<file path="src/rtl/tpu_instr_sequencer.sv">
// TPU instruction sequencer: accepts packed instructions over valid/ready and expands
// each legal datapath instruction into single-cycle address beats.
module tpu_instr_sequencer #(
    parameter int BUF_AW  = 24,
    parameter int ACC_AW  = 16,
    parameter int LEN_W   = 32,
    parameter int MAX_ACT = 10
) (
    input  logic              clk,
    input  logic              rst_n,
    input  logic [79:0]       instr_i,
    input  logic              instr_valid_i,
    output logic              instr_ready_o,
    input  logic              stall_i,
    input  logic              resume_i,
    output logic              weight_en_o,
    output logic              matmul_en_o,
    output logic              act_en_o,
    output logic [3:0]        act_func_o,
    output logic [BUF_AW-1:0] buf_addr_o,
    output logic [ACC_AW-1:0] acc_addr_o,
    output logic              last_o,
    output logic              busy_o,
    output logic              halted_o,
    output logic              err_illegal_o,
    output logic [31:0]       instr_count_o
);

    typedef enum logic [1:0] {
        ST_IDLE   = 2'd0,
        ST_ISSUE  = 2'd1,
        ST_HALTED = 2'd2
    } state_t;

    typedef enum logic [2:0] {
        CL_NOP     = 3'd0,
        CL_WEIGHT  = 3'd1,
        CL_MATMUL  = 3'd2,
        CL_ACT     = 3'd3,
        CL_HALT    = 3'd4,
        CL_ILLEGAL = 3'd5
    } op_class_t;

    localparam logic [1:0] KIND_WEIGHT = 2'd0;
    localparam logic [1:0] KIND_MATMUL = 2'd1;
    localparam logic [1:0] KIND_ACT    = 2'd2;

    // Activation codes above MAX_ACT are treated the same as unknown opcodes.
    function automatic op_class_t classify(input logic [7:0] op);
        op_class_t cls;
        case (op)
            8'h00:   cls = CL_NOP;
            8'h01:   cls = CL_WEIGHT;
            8'h02:   cls = CL_MATMUL;
            8'hFF:   cls = CL_HALT;
            default: begin
                if ((op[7:4] == 4'h8) && (int'(op[3:0]) <= MAX_ACT)) begin
                    cls = CL_ACT;
                end else begin
                    cls = CL_ILLEGAL;
                end
            end
        endcase
        return cls;
    endfunction

    state_t            state_r;
    state_t            state_next_s;
    op_class_t         op_cls_s;
    logic              accept_s;
    logic              start_s;
    logic              beat_s;
    logic              last_beat_s;
    logic              count_inc_s;
    logic [LEN_W-1:0]  len_in_s;
    logic [LEN_W-1:0]  len_r;
    logic [LEN_W-1:0]  cnt_r;
    logic [1:0]        kind_r;
    logic [3:0]        act_func_r;
    logic [BUF_AW-1:0] buf_addr_r;
    logic [ACC_AW-1:0] acc_addr_r;
    logic              err_r;
    logic [31:0]       count_r;

    // Decode of the offered instruction and of the current beat.
    always_comb begin
        op_cls_s    = classify(instr_i[7:0]);
        len_in_s    = instr_i[8 +: LEN_W];
        accept_s    = instr_valid_i && (state_r == ST_IDLE);
        start_s     = 1'b0;
        if ((op_cls_s == CL_WEIGHT) || (op_cls_s == CL_MATMUL) || (op_cls_s == CL_ACT)) begin
            start_s = accept_s && (len_in_s != {LEN_W{1'b0}});
        end else begin
            start_s = 1'b0;
        end
        beat_s      = (state_r == ST_ISSUE) && !stall_i;
        last_beat_s = (cnt_r == (len_r - LEN_W'(1)));
        // Zero-length legal ops, NOP and HALT complete at acceptance; others on their last beat.
        count_inc_s = (accept_s && !start_s && (op_cls_s != CL_ILLEGAL))
                      || (beat_s && last_beat_s);
    end

    // Next-state logic.
    always_comb begin
        state_next_s = state_r;
        case (state_r)
            ST_IDLE: begin
                if (accept_s && (op_cls_s == CL_HALT)) begin
                    state_next_s = ST_HALTED;
                end else if (start_s) begin
                    state_next_s = ST_ISSUE;
                end else begin
                    state_next_s = ST_IDLE;
                end
            end
            ST_ISSUE: begin
                if (beat_s && last_beat_s) begin
                    state_next_s = ST_IDLE;
                end else begin
                    state_next_s = ST_ISSUE;
                end
            end
            ST_HALTED: begin
                if (resume_i) begin
                    state_next_s = ST_IDLE;
                end else begin
                    state_next_s = ST_HALTED;
                end
            end
            default: state_next_s = ST_IDLE;
        endcase
    end

    // State register.
    always_ff @(posedge clk or negedge rst_n) begin
        if (!rst_n) begin
            state_r <= ST_IDLE;
        end else begin
            state_r <= state_next_s;
        end
    end

    // Instruction latch, beat counter, address generators, error flag and completion counter.
    always_ff @(posedge clk or negedge rst_n) begin
        if (!rst_n) begin
            len_r      <= {LEN_W{1'b0}};
            cnt_r      <= {LEN_W{1'b0}};
            kind_r     <= KIND_WEIGHT;
            act_func_r <= 4'd0;
            buf_addr_r <= {BUF_AW{1'b0}};
            acc_addr_r <= {ACC_AW{1'b0}};
            err_r      <= 1'b0;
            count_r    <= 32'd0;
        end else begin
            if (start_s) begin
                len_r      <= len_in_s;
                cnt_r      <= {LEN_W{1'b0}};
                buf_addr_r <= instr_i[56 +: BUF_AW];
                acc_addr_r <= instr_i[40 +: ACC_AW];
                case (op_cls_s)
                    CL_WEIGHT: kind_r <= KIND_WEIGHT;
                    CL_MATMUL: kind_r <= KIND_MATMUL;
                    CL_ACT:    kind_r <= KIND_ACT;
                    default:   kind_r <= KIND_WEIGHT;
                endcase
                act_func_r <= (op_cls_s == CL_ACT) ? instr_i[3:0] : 4'd0;
            end else if (beat_s) begin
                cnt_r      <= cnt_r + LEN_W'(1);
                buf_addr_r <= buf_addr_r + BUF_AW'(1);
                acc_addr_r <= acc_addr_r + ACC_AW'(1);
                if (last_beat_s) begin
                    act_func_r <= 4'd0;
                end
            end
            if (accept_s && (op_cls_s == CL_ILLEGAL)) begin
                err_r <= 1'b1;
            end
            if (count_inc_s) begin
                count_r <= count_r + 32'd1;
            end
        end
    end

    assign instr_ready_o = (state_r == ST_IDLE);
    assign busy_o        = (state_r != ST_IDLE);
    assign halted_o      = (state_r == ST_HALTED);
    assign weight_en_o   = beat_s && (kind_r == KIND_WEIGHT);
    assign matmul_en_o   = beat_s && (kind_r == KIND_MATMUL);
    assign act_en_o      = beat_s && (kind_r == KIND_ACT);
    assign last_o        = beat_s && last_beat_s;
    assign act_func_o    = act_func_r;
    assign buf_addr_o    = buf_addr_r;
    assign acc_addr_o    = acc_addr_r;
    assign err_illegal_o = err_r;
    assign instr_count_o = count_r;

endmodule

</file>
<file path="config.mk">
export PLATFORM = sky130hd
export DESIGN_NAME = tpu_instr_sequencer
export DESIGN_NICKNAME = d
export VERILOG_FILES = /design/src/rtl/tpu_instr_sequencer.sv
export SDC_FILE = /design/constraint.sdc
export NUM_CORES = 1
export LEC_CHECK = 0
export BUFFER_PORTS_ARGS = -buffer_cell sky130_fd_sc_hd__buf_4
export CAP_MARGIN = 20
export CORE_ASPECT_RATIO = 0.9
export CORE_MARGIN = 2
export CORE_UTILIZATION = 44
export DETAILED_ROUTE_END_ITERATION = 8
export PLACE_DENSITY = 0.66
export RECOVER_POWER = 25
export SYNTH_ARGS = -nofsm -noshare
export SYNTH_HDL_FRONTEND = slang
export SYNTH_SLANG_ARGS = --single-unit
</file>
<file path="constraint.sdc">
create_clock -name clk -period 3.25 [get_ports clk]
set_input_delay 0.1625 -clock clk [delete_from_list [all_inputs] [get_ports clk]]
set_output_delay 0.1625 -clock clk [all_outputs]
set_load 0.005 [all_outputs]
</file>
==> results of run 1 <==
-- power breakdown --
part | leakage [nW] | internal, W | switching, W
logic | 2.90 | 0.00103 | 0.000910
clock network | 0.282 | 0.00125 | 0.000753
registers | 1.91 | 0.00212 | 0.000410
total | 5.09 | 0.00440 | 0.00207
-- registers in the layout, indices dropped and copies added, names as in the netlist --
register,flops
instr_count_o,32
acc_addr_o,16
cnt_r,32
err_illegal_o,1
len_r,32
buf_addr_o,24
state_r,2
act_func_o,4
kind_r,2
-- kinds of logic after synthesis --
group | Yosys count | synth area share
muxes | 31 | 0.0433
xor gates and xnor gates | 114 | 0.124
and+or+nand+nor | 393 | 0.254
adders and majority gates | 5 | 0.00776
DFF | 145 | 0.450
AOI/OAI and AO/OA | 122 | 0.0979
buffers and inverters | 46 | 0.0231
-- what timing repair did --
item / in CTS / in global routing
hold buffers: 73 / 0
setup buffers: 2 / 4
gates resized for setup: 9 / 18
endpoints found under the hold margin: 139 / 0
endpoints found under the setup margin: 6 / 8
pin swaps: 2 / 7
-- worst register-to-register path: cells and delay by family (launching register included) --
kind                   cells  cell delay [ns]
AO/OA/AOI/OAI              2             0.59
buffers and inverters      3             0.46
AND/OR/NAND/NOR            7             1.49
flip-flops                 1             0.45
-- through the flow --
step / utilization / std cells / power, W / TNS [ns]
after floorplan: - / 856 / 0.00348 / 0
after global placement: 0.549 / 1262 / 0.00424 / 0
after detailed placement: 0.549 / 1262 / 0.00426 / -0.197
after CTS: 0.626 / 1366 / 0.00640 / 0
after global routing: 0.633 / 1370 / 0.00681 / -0.117
final: 0.633 / 1370 / 0.00647 / 0
-- per-layer routing --
| layer | vias up | GRT usage | share of wire |
|---|---|---|---|
| met4 | 0 | 0.0669 | 0.015 |
| met3 | 31 | 0.0562 | 0.048 |
| met2 | 175 | 0.414 | 0.49 |
| met5 | - | 0 | 0 |
| li1 | 3586 | - | - |
| met1 | 3667 | 0.321 | 0.45 |
-- worst max path at each step --
stage	depth (start not counted)	end	startpoint	slack [ns]
CTS	8	last_o	len_r[6]$_DFFE_PN0P_	0.06
floorplan	9	instr_count_o[1]$_DFFE_PN0P_	len_r[14]$_DFFE_PN0P_	0.26
global route	10	last_o	len_r[15]$_DFFE_PN0P_	-0.10
global placement	12	act_func_o[2]$_DFFE_PN0P_	len_r[0]$_DFFE_PN0P_	0.03
finish	10	last_o	len_r[15]$_DFFE_PN0P_	0.01
detailed placement	12	act_func_o[3]$_DFFE_PN0P_	len_r[0]$_DFFE_PN0P_	-0.05
-- cell usage after synthesis (4+ instances only) --
cell type / n / area [sq um]
o21ai_0: 51 / 255
a22o_1: 4 / 35.0
xnor2_1: 45 / 394
nand2b_1: 9 / 56.3
and3_1: 20 / 125
a31oi_1: 8 / 50.1
nor3b_1: 5 / 37.5
or4_1: 5 / 37.5
xor2_1: 69 / 604
nor2b_1: 4 / 25.0
a211oi_1: 5 / 37.5
a21oi_1: 14 / 70.1
nor2_1: 78 / 293
a21o_1: 4 / 30.0
nor4_1: 15 / 93.8
or3_1: 17 / 106
and4_1: 5 / 43.8
nand2_1: 88 / 330
nor3_1: 41 / 205
inv_1: 13 / 48.8
ha_1: 5 / 62.6
dfrtp_1: 145 / 3630
buf_2: 5 / 25.0
clkbuf_1: 24 / 90.1
o211ai_1: 5 / 37.5
nor4_2: 4 / 50.1
nand4_1: 29 / 181
o31ai_1: 6 / 45.0
mux2_2: 30 / 338
a221o_1: 6 / 60.1
and2_1: 5 / 31.3
nand3_1: 53 / 265
a22oi_1: 4 / 30.0
-- area by class of cell --
type | instances | area [sq um]
fillers | 1477 | 6530
multi-input cells | 665 | 4390
flip-flops and latches | 145 | 3630
repair buffers | 277 | 2280
clock buffers | 20 | 467
well taps | 240 | 300
clock inverters | 9 | 134
inverters | 13 | 48.8
diodes | 1 | 2.50
==> metrics.cfg, run 1 <==
[timing]
holdWs_ns=0.0124
rsz0062_at_grt=yes
fmax_ghz=0.309
fin_crit_ns=3.24
hold_viol=0
slew_viol_final=68
slew_headroom=-0.148
fin_skew_ns=0.00963
tightestPinTransition_ns=1.72
fin_crit_sh=0.996
setup_ws_ns=0.0144
finalSetupViolations=0

[run]
maxCapViolCount=1

[run_status]
violations=capacitance limit, slew limit
status=finished, violations left

[floorplanning]
die_w_um=147
die-height_um=132
initial_utilization=0.454
dieArea_sq_um=19400
core_area_sq_um=17800
io_pins=169
rows=46

[cts]
clock-root-buffer=clkbuf_16
clock-sinks=145
clk_pin_slew_ns=0.06
cts_tree=built
htreeDepth=4
clock_latency_ns=0.43
cts_buffers=17
cts_max_path_buffers=2

[synth]
synth_nets=946
synth.avg_cell_area_sq_um=9.42
synth_flop_cell=dfrtp_1
syn_area_sq_um=8070
yosysSeqAreaShare=0.450
syn_inst=856
ys_seq_elements=145
ys_warn_count=0
synth_edf_count=0
synth_cell_types=59
async_reset_ff_frac=1.00

[pwr]
ir_drop_mv=0.363
p_leak_nw=5.09
cellPowerDensity_nw_per_um2=575

[min_path]
worst_hold_path_type=input port to flip-flop
min_to=state_r[1]$_DFF_PN0_
holdCritStartpoint=resume_i
min_path_cells=3

[worst_setup_path]
cp_max_fo=5
path_buf_inv=3
cpLargestDelayFamily=simple AND/OR/NAND/NOR gates
timing.rr.start=len_r[15]$_DFFE_PN0P_
end_kind=output port
slowest_delay_ns=0.45
required_ns=3.09
reg2reg_slack_ns=0.15
cp_slowest_cell=dfrtp_1
r2r_end=act_func_o[1]$_DFFE_PN0P_
crit_arrival_ns=3.07
cp_cell_sequence=nor4_2, buf_4, and4b_2, nand2_1, o31ai_2, nand4_1, or4_4, nor4_4, buf_4, buf_4
path_class=flip-flop to output port
reg2reg_depth=12
start_kind=flip-flop
worst_path_most_repeated_cell=buf_4

[final_layout]
nets=1209
final_common_cell=buf_4
drive_gt1_frac=0.270
finalInstanceArea_sq_um=11300
area_growth_pct=39.5
layout_common_cells=175 x buf_4, 144 x dfrtp_1, 88 x nand2_1, 76 x nor2_1, 73 x dlygate4sd3_1

[route]
drt_wl_total_mm=23.5
wl_per_cell_um=17.2
drc_errors=0
vias=7459
dr.pass1.iters=5
antenna_left=0
avgViaCountPerCell=5.44
drt_iter0_markers=434

[grt]
grt_usage=0.246
grt_remaining_overflow=0
antenna_found_initial=1
grt_pass1_vias=7600
grt_pass1_wl_mm=38.7
grt_start_max_net_pins=79

[placed_design]
dp_hpwl_mm=16.0
post_dp_cell_area_sq_um=9770
place_ws_ns=-0.0545
numPortBuffers=168
gp_congestion=0.858

Note: power is estimated with default switching activity, not from simulation.
==> inputs of run 2 (changes only) <==
SETUP_SLACK_MARGIN = 0.02   (was default)
==> run 2 against run 1 <==
Die area is the same; sequential power is essentially flat; first-iteration DRC count shrank 7.8%; cell count is the same; sequential share of layout area is essentially flat; flip-flop and latch count is the same; clock power is essentially flat; critical path depth is the same; the run still ends with capacitance limit, slew limit left.
==> metrics.cfg, run 2 (synthesis gave the netlist of run 1 again) <==
[pwr]
switching_share=0.320
seqPwrFrac=0.391
p_int_w=0.00440
p_comb_frac=0.299
cellPowerDensity_nw_per_um2=575
ir_drop_mv=0.362
p_leak_nw=5.09
p_switching_w=0.00207
power.share.clock=0.310

[floorplanning]
die_w_um=147
rows=46
initial_utilization=0.454
io_pins=169
core_area_sq_um=17800
dieArea_sq_um=19400
die-height_um=132

[route]
dr.pass1.iters=5
drt_wl_total_mm=23.5
drt_iter0_markers=400
drc_errors=0
antenna_left=0
vias=7449
wl_per_cell_um=17.2
avgViaCountPerCell=5.44

[grt]
grt_usage=0.246
grt_start_max_net_pins=79
grt_remaining_overflow=0
antenna_found_initial=1
grt_pass1_wl_mm=38.7
grt_pass1_vias=7600

[run]
maxCapViolCount=1

[placed_design]
post_dp_cell_area_sq_um=9770
dp_hpwl_mm=16.0
gp_congestion=0.858
placedCellCount=1262
numPortBuffers=168

[worst_setup_path]
worst_path_most_repeated_cell=buf_4
cp_cell_sequence=nor4_2, buf_4, and4b_2, nand2_1, o31ai_2, nand4_1, or4_4, nor4_4, buf_4, buf_4
start_kind=flip-flop
cp_slowest_cell=dfrtp_1
crit_arrival_ns=3.08
end_kind=output port
cp_max_fo=5
required_ns=3.09
reg2reg_depth=12
slowest_delay_ns=0.45
path_class=flip-flop to output port

[timing]
hold_viol=0
fin_skew_ns=0.00815
finalSetupViolations=0
fmax_ghz=0.308
fin_crit_ns=3.24
tightestPinTransition_ns=1.72
slew_headroom=-0.148
rsz0062_at_grt=yes
fin_crit_sh=0.998
slew_viol_final=68

[run_status]
violations=capacitance limit, slew limit
status=finished, violations left

[min_path]
worst_hold_path_type=input port to flip-flop
min_path_cells=3

[final_layout]
finalInstanceArea_sq_um=11300
layout_common_cells=175 x buf_4, 144 x dfrtp_1, 88 x nand2_1, 76 x nor2_1, 73 x dlygate4sd3_1
final_cells=1370
final_common_cell=buf_4
multi_input_area_sq_um=4400
nets=1209
fill_cells=1478
layout.area.seq_sq_um=3630
area_growth_pct=39.6
drive_gt1_frac=0.272

[cts]
cts_buffers=17
clock-sinks=145
clock-root-buffer=clkbuf_16
htreeDepth=4
cts_max_path_buffers=2
cts_tree=built
clk_pin_slew_ns=0.06
clock_latency_ns=0.43

## run 2: layout make-up
| cell class | instances | area share |
|---|---|---|
| Multi-Input combinational cell | 665 | 0.391 |
| Sequential cell | 145 | 0.322 |
| Timing Repair Buffer | 277 | 0.202 |
| Clock buffer | 20 | 0.0414 |
| Tap cell | 240 | 0.0267 |
| Clock inverter | 9 | 0.0119 |
| Inverter | 13 | 0.00433 |
| Antenna cell | 1 | 0.000222 |
## run 2: metal layers
layer | global-route usage | up-vias | wire, um
met4 | 0.0669 | 0 | 344
met3 | 0.0562 | 25 | 1160
met1 | 0.321 | 3654 | 10400
li1 | - | 3589 | -
met2 | 0.414 | 181 | 11600
met5 | 0 | - | 0
## run 2: per-stage QoR
stage | hold slack [ns] | utilization | power, W | setup TNS [ns] | worst slack, ns
after floorplan | -0.133 | - | 0.00348 | 0 | 0.256
final | 0.0129 | 0.633 | 0.00647 | 0 | 0.00647
after detailed placement | 0.213 | 0.549 | 0.00426 | -0.197 | -0.0545
after global routing | 0.0131 | 0.633 | 0.00681 | -0.104 | -0.104
after CTS | 0.000405 | 0.626 | 0.00640 | 0 | 0.0612
after global placement | 0.218 | 0.549 | 0.00424 | 0 | 0.0342
## run 2: final timing paths
check                                              startpoint                             to  slack [ns]
min in group asynchronous                               rst_n          len_r[13]$_DFFE_PN0P_        0.74
worst max register to register          len_r[15]$_DFFE_PN0P_      act_func_o[0]$_DFFE_PN0P_        0.14
worst max-delay path                    len_r[15]$_DFFE_PN0P_                         last_o       0.006
worst min-delay path                                 resume_i           state_r[1]$_DFF_PN0_        0.01
worst min register to register  instr_count_o[31]$_DFFE_PN0P_  instr_count_o[31]$_DFFE_PN0P_        0.47
max in group asynchronous                               rst_n      acc_addr_o[0]$_DFFE_PN0P_        1.33
## run 2: timing repair
action | CTS | global route
setup endpoints to repair | 6 | 8
setup buffers | 2 | 4
hold buffers | 73 | 0
endpoints found under the hold margin | 139 | 0
resized for setup | 9 | 20
pin swaps | 2 | 7
## run 2: power by group through the flow
stage	Clock, W	Combinational (W)	Sequential, W
2_1_floorplan	0	0.00102	0.00246
6_report	0.00200	0.00194	0.00253
5_1_grt	0.00211	0.00213	0.00258
3_5_place_dp	0	0.00173	0.00253
4_1_cts	0.00204	0.00184	0.00251
3_3_place_gp	0	0.00172	0.00252
## run 2: worst max-delay path: cells and delay by family, from the launching register on
kind	cells	cell delay, ns
buffers and inverters	3	0.45
DFF	1	0.45
and+or+nand+nor	6	1.43
AOI/OAI and AO/OA	1	0.34
==> inputs of run 3 (changes only) <==
MAX_ROUTING_LAYER = met4   (was default)
==> run 3 against run 2 <==
Worst setup slack improved by 0.031 ns; sequential share of layout area about the same; flip-flop and latch count is the same; largest cell class unchanged; clock-buffer cell count rose by 2; largest power group unchanged; combinational power is essentially flat; die area unchanged; worst hold slack improved by 0.012 ns; non-clock buffer count is 3 lower; the run still ends with capacitance limit, slew limit left; highest routed layer unchanged.
==> metrics.cfg, run 3 (synthesis gave the netlist of run 1 again) <==
[floorplanning]
die-height_um=132
die_w_um=147
initial_utilization=0.454
dieArea_sq_um=19400
rows=46
io_pins=169
core_area_sq_um=17800

[timing]
finalSetupViolations=0
fin_crit_sh=0.988
fmax_ghz=0.311
tightestPinTransition_ns=1.64
rsz0062_at_grt=yes
slew_headroom=-0.0924
fin_skew_ns=0.00947
slew_viol_final=65
fin_crit_ns=3.21
hold_viol=0

[cts]
htreeDepth=4
clk_pin_slew_ns=0.06
cts_max_path_buffers=2
cts_tree=built
cts_buffers=17
clock-sinks=145
clock-root-buffer=clkbuf_16
clock_latency_ns=0.43

[route]
met2_length_mm=11.1
drc_errors=0
wl_per_cell_um=16.8
dr.pass1.iters=5
maxUsedRoutingLayer=met4
avgViaCountPerCell=5.45
wl_met3_mm=1.19
vias=7461
antenna_left=0
wl_met1_mm=10.4
drt_wl_total_mm=23.0
drt_iter0_markers=374

[pwr]
p_comb_frac=0.299
p_int_w=0.00439
seqPwrFrac=0.392
p_leak_nw=5.08
cellPowerDensity_nw_per_um2=574
ir_drop_mv=0.349
switching_share=0.323
p_switching_w=0.00209
fin_total_pwr_w=0.00648
power.share.clock=0.308

[final_layout]
nets=1206
multi_input_area_sq_um=4440
drive_gt1_frac=0.269
fill_cells=1500
area_growth_pct=39.8
layout_common_cells=167 x buf_4, 143 x dfrtp_1, 88 x nand2_1, 76 x nor2_1, 72 x dlygate4sd3_1
finalInstanceArea_sq_um=11300
final_common_cell=buf_4
layout.area.seq_sq_um=3630

[grt]
antenna_found_initial=1
grt_pass1_vias=7288
grt_remaining_overflow=0
grt_start_max_net_pins=82
grt_pass1_wl_mm=37.9
grt_usage=0.250

[min_path]
worst_hold_path_type=input port to flip-flop
holdCritStartpoint=instr_i[53]

[worst_setup_path]
start_kind=flip-flop
cp_max_fo=6
path_class=flip-flop to output port
timing.rr.start=len_r[9]$_DFFE_PN0P_
required_ns=3.09
startpoint=len_r[9]$_DFFE_PN0P_
crit_arrival_ns=3.05
end_kind=output port

[placed_design]
dp_hpwl_mm=16.1
post_dp_cell_area_sq_um=9780
numPortBuffers=168
gp_congestion=0.875

[run_status]
violations=capacitance limit, slew limit
status=finished, violations left

[run]
maxCapViolCount=1

run 3: cell types whose count changed in the layout (fill, tap and decap cells not counted), sizes merged:
| cell | delta |
|---|---|
| clkinvlp | -2 |
| dlygate4sd3 | -1 |
| clkbuf | +5 |
| clkinv | +2 |
| buf | -5 |
run 3: path summary, 6_finish.rpt:
| path | slack [ns] | cells past startpoint | endpoint |
|---|---|---|---|
| min in group asynchronous | 0.70 | 2 | cnt_r[11]$_DFFE_PN0P_ |
| setup reg to reg | 0.18 | 12 | instr_count_o[4]$_DFFE_PN0P_ |
| hold / removal | 0.03 | 3 | acc_addr_o[13]$_DFFE_PN0P_ |
| hold reg to reg | 0.46 | 1 | err_illegal_o$_DFFE_PN0P_ |
| max in group asynchronous | 1.39 | 3 | act_func_o[3]$_DFFE_PN0P_ |
| setup / recovery | 0.04 | 10 | last_o |
run 3: what timing repair did:
item,CTS,global route
pin swaps,2,10
endpoints found under the setup margin,6,36
buffers inserted,1,2
endpoints found under the hold margin,135,0
gates resized for setup,12,27
hold buffers,72,0
run 3: final cells by class:
cell class,instances,share of cell area
clock buffer,22,0.0412
timing repair buffer,274,0.200
sequential,145,0.322
antenna,1,0.000222
clock inverter,9,0.0118
multi-input combinational,665,0.394
tap,240,0.0266
inverter,13,0.00433
run 3: stage by stage:
step | hold WS, ns | cells | utilization | setup slack [ns] | setup TNS (ns)
6_report | 0.0251 | 1369 | 0.634 | 0.0375 | 0
4_1_cts | 0.000333 | 1366 | 0.627 | 0.0400 | 0
2_1_floorplan | -0.133 | 856 | - | 0.256 | 0
3_3_place_gp | 0.206 | 1262 | 0.550 | 0.0208 | 0
5_1_grt | 0.00532 | 1369 | 0.634 | -0.0948 | -0.0948
3_5_place_dp | 0.200 | 1262 | 0.550 | -0.0510 | -0.223
run 3: power groups by stage:
stage               clock, W  combinational, W  sequential (W)
floorplan                  0           0.00102         0.00246
global placement           0           0.00171         0.00253
detailed placement         0           0.00174         0.00253
CTS                  0.00203           0.00184         0.00252
global route         0.00211           0.00212         0.00259
finish               0.00200           0.00194         0.00254
run 3: layer usage:
layer,global-route usage,up-vias
li1,-,3599
met1,0.332,3642
met2,0.385,197
met3,0.0579,23
met4,0.0685,0
met5,-,-
run 3: worst max-delay path: stages, from the launching register on:
cell	delay, ns
dfrtp_2	0.45
nor4_4	0.29
buf_4	0.20
nand4_1	0.18
nor3_2	0.24
xnor2_1	0.15
nand4_1	0.18
or4_4	0.54
nor4_4	0.16
buf_4	0.17
buf_6	0.09
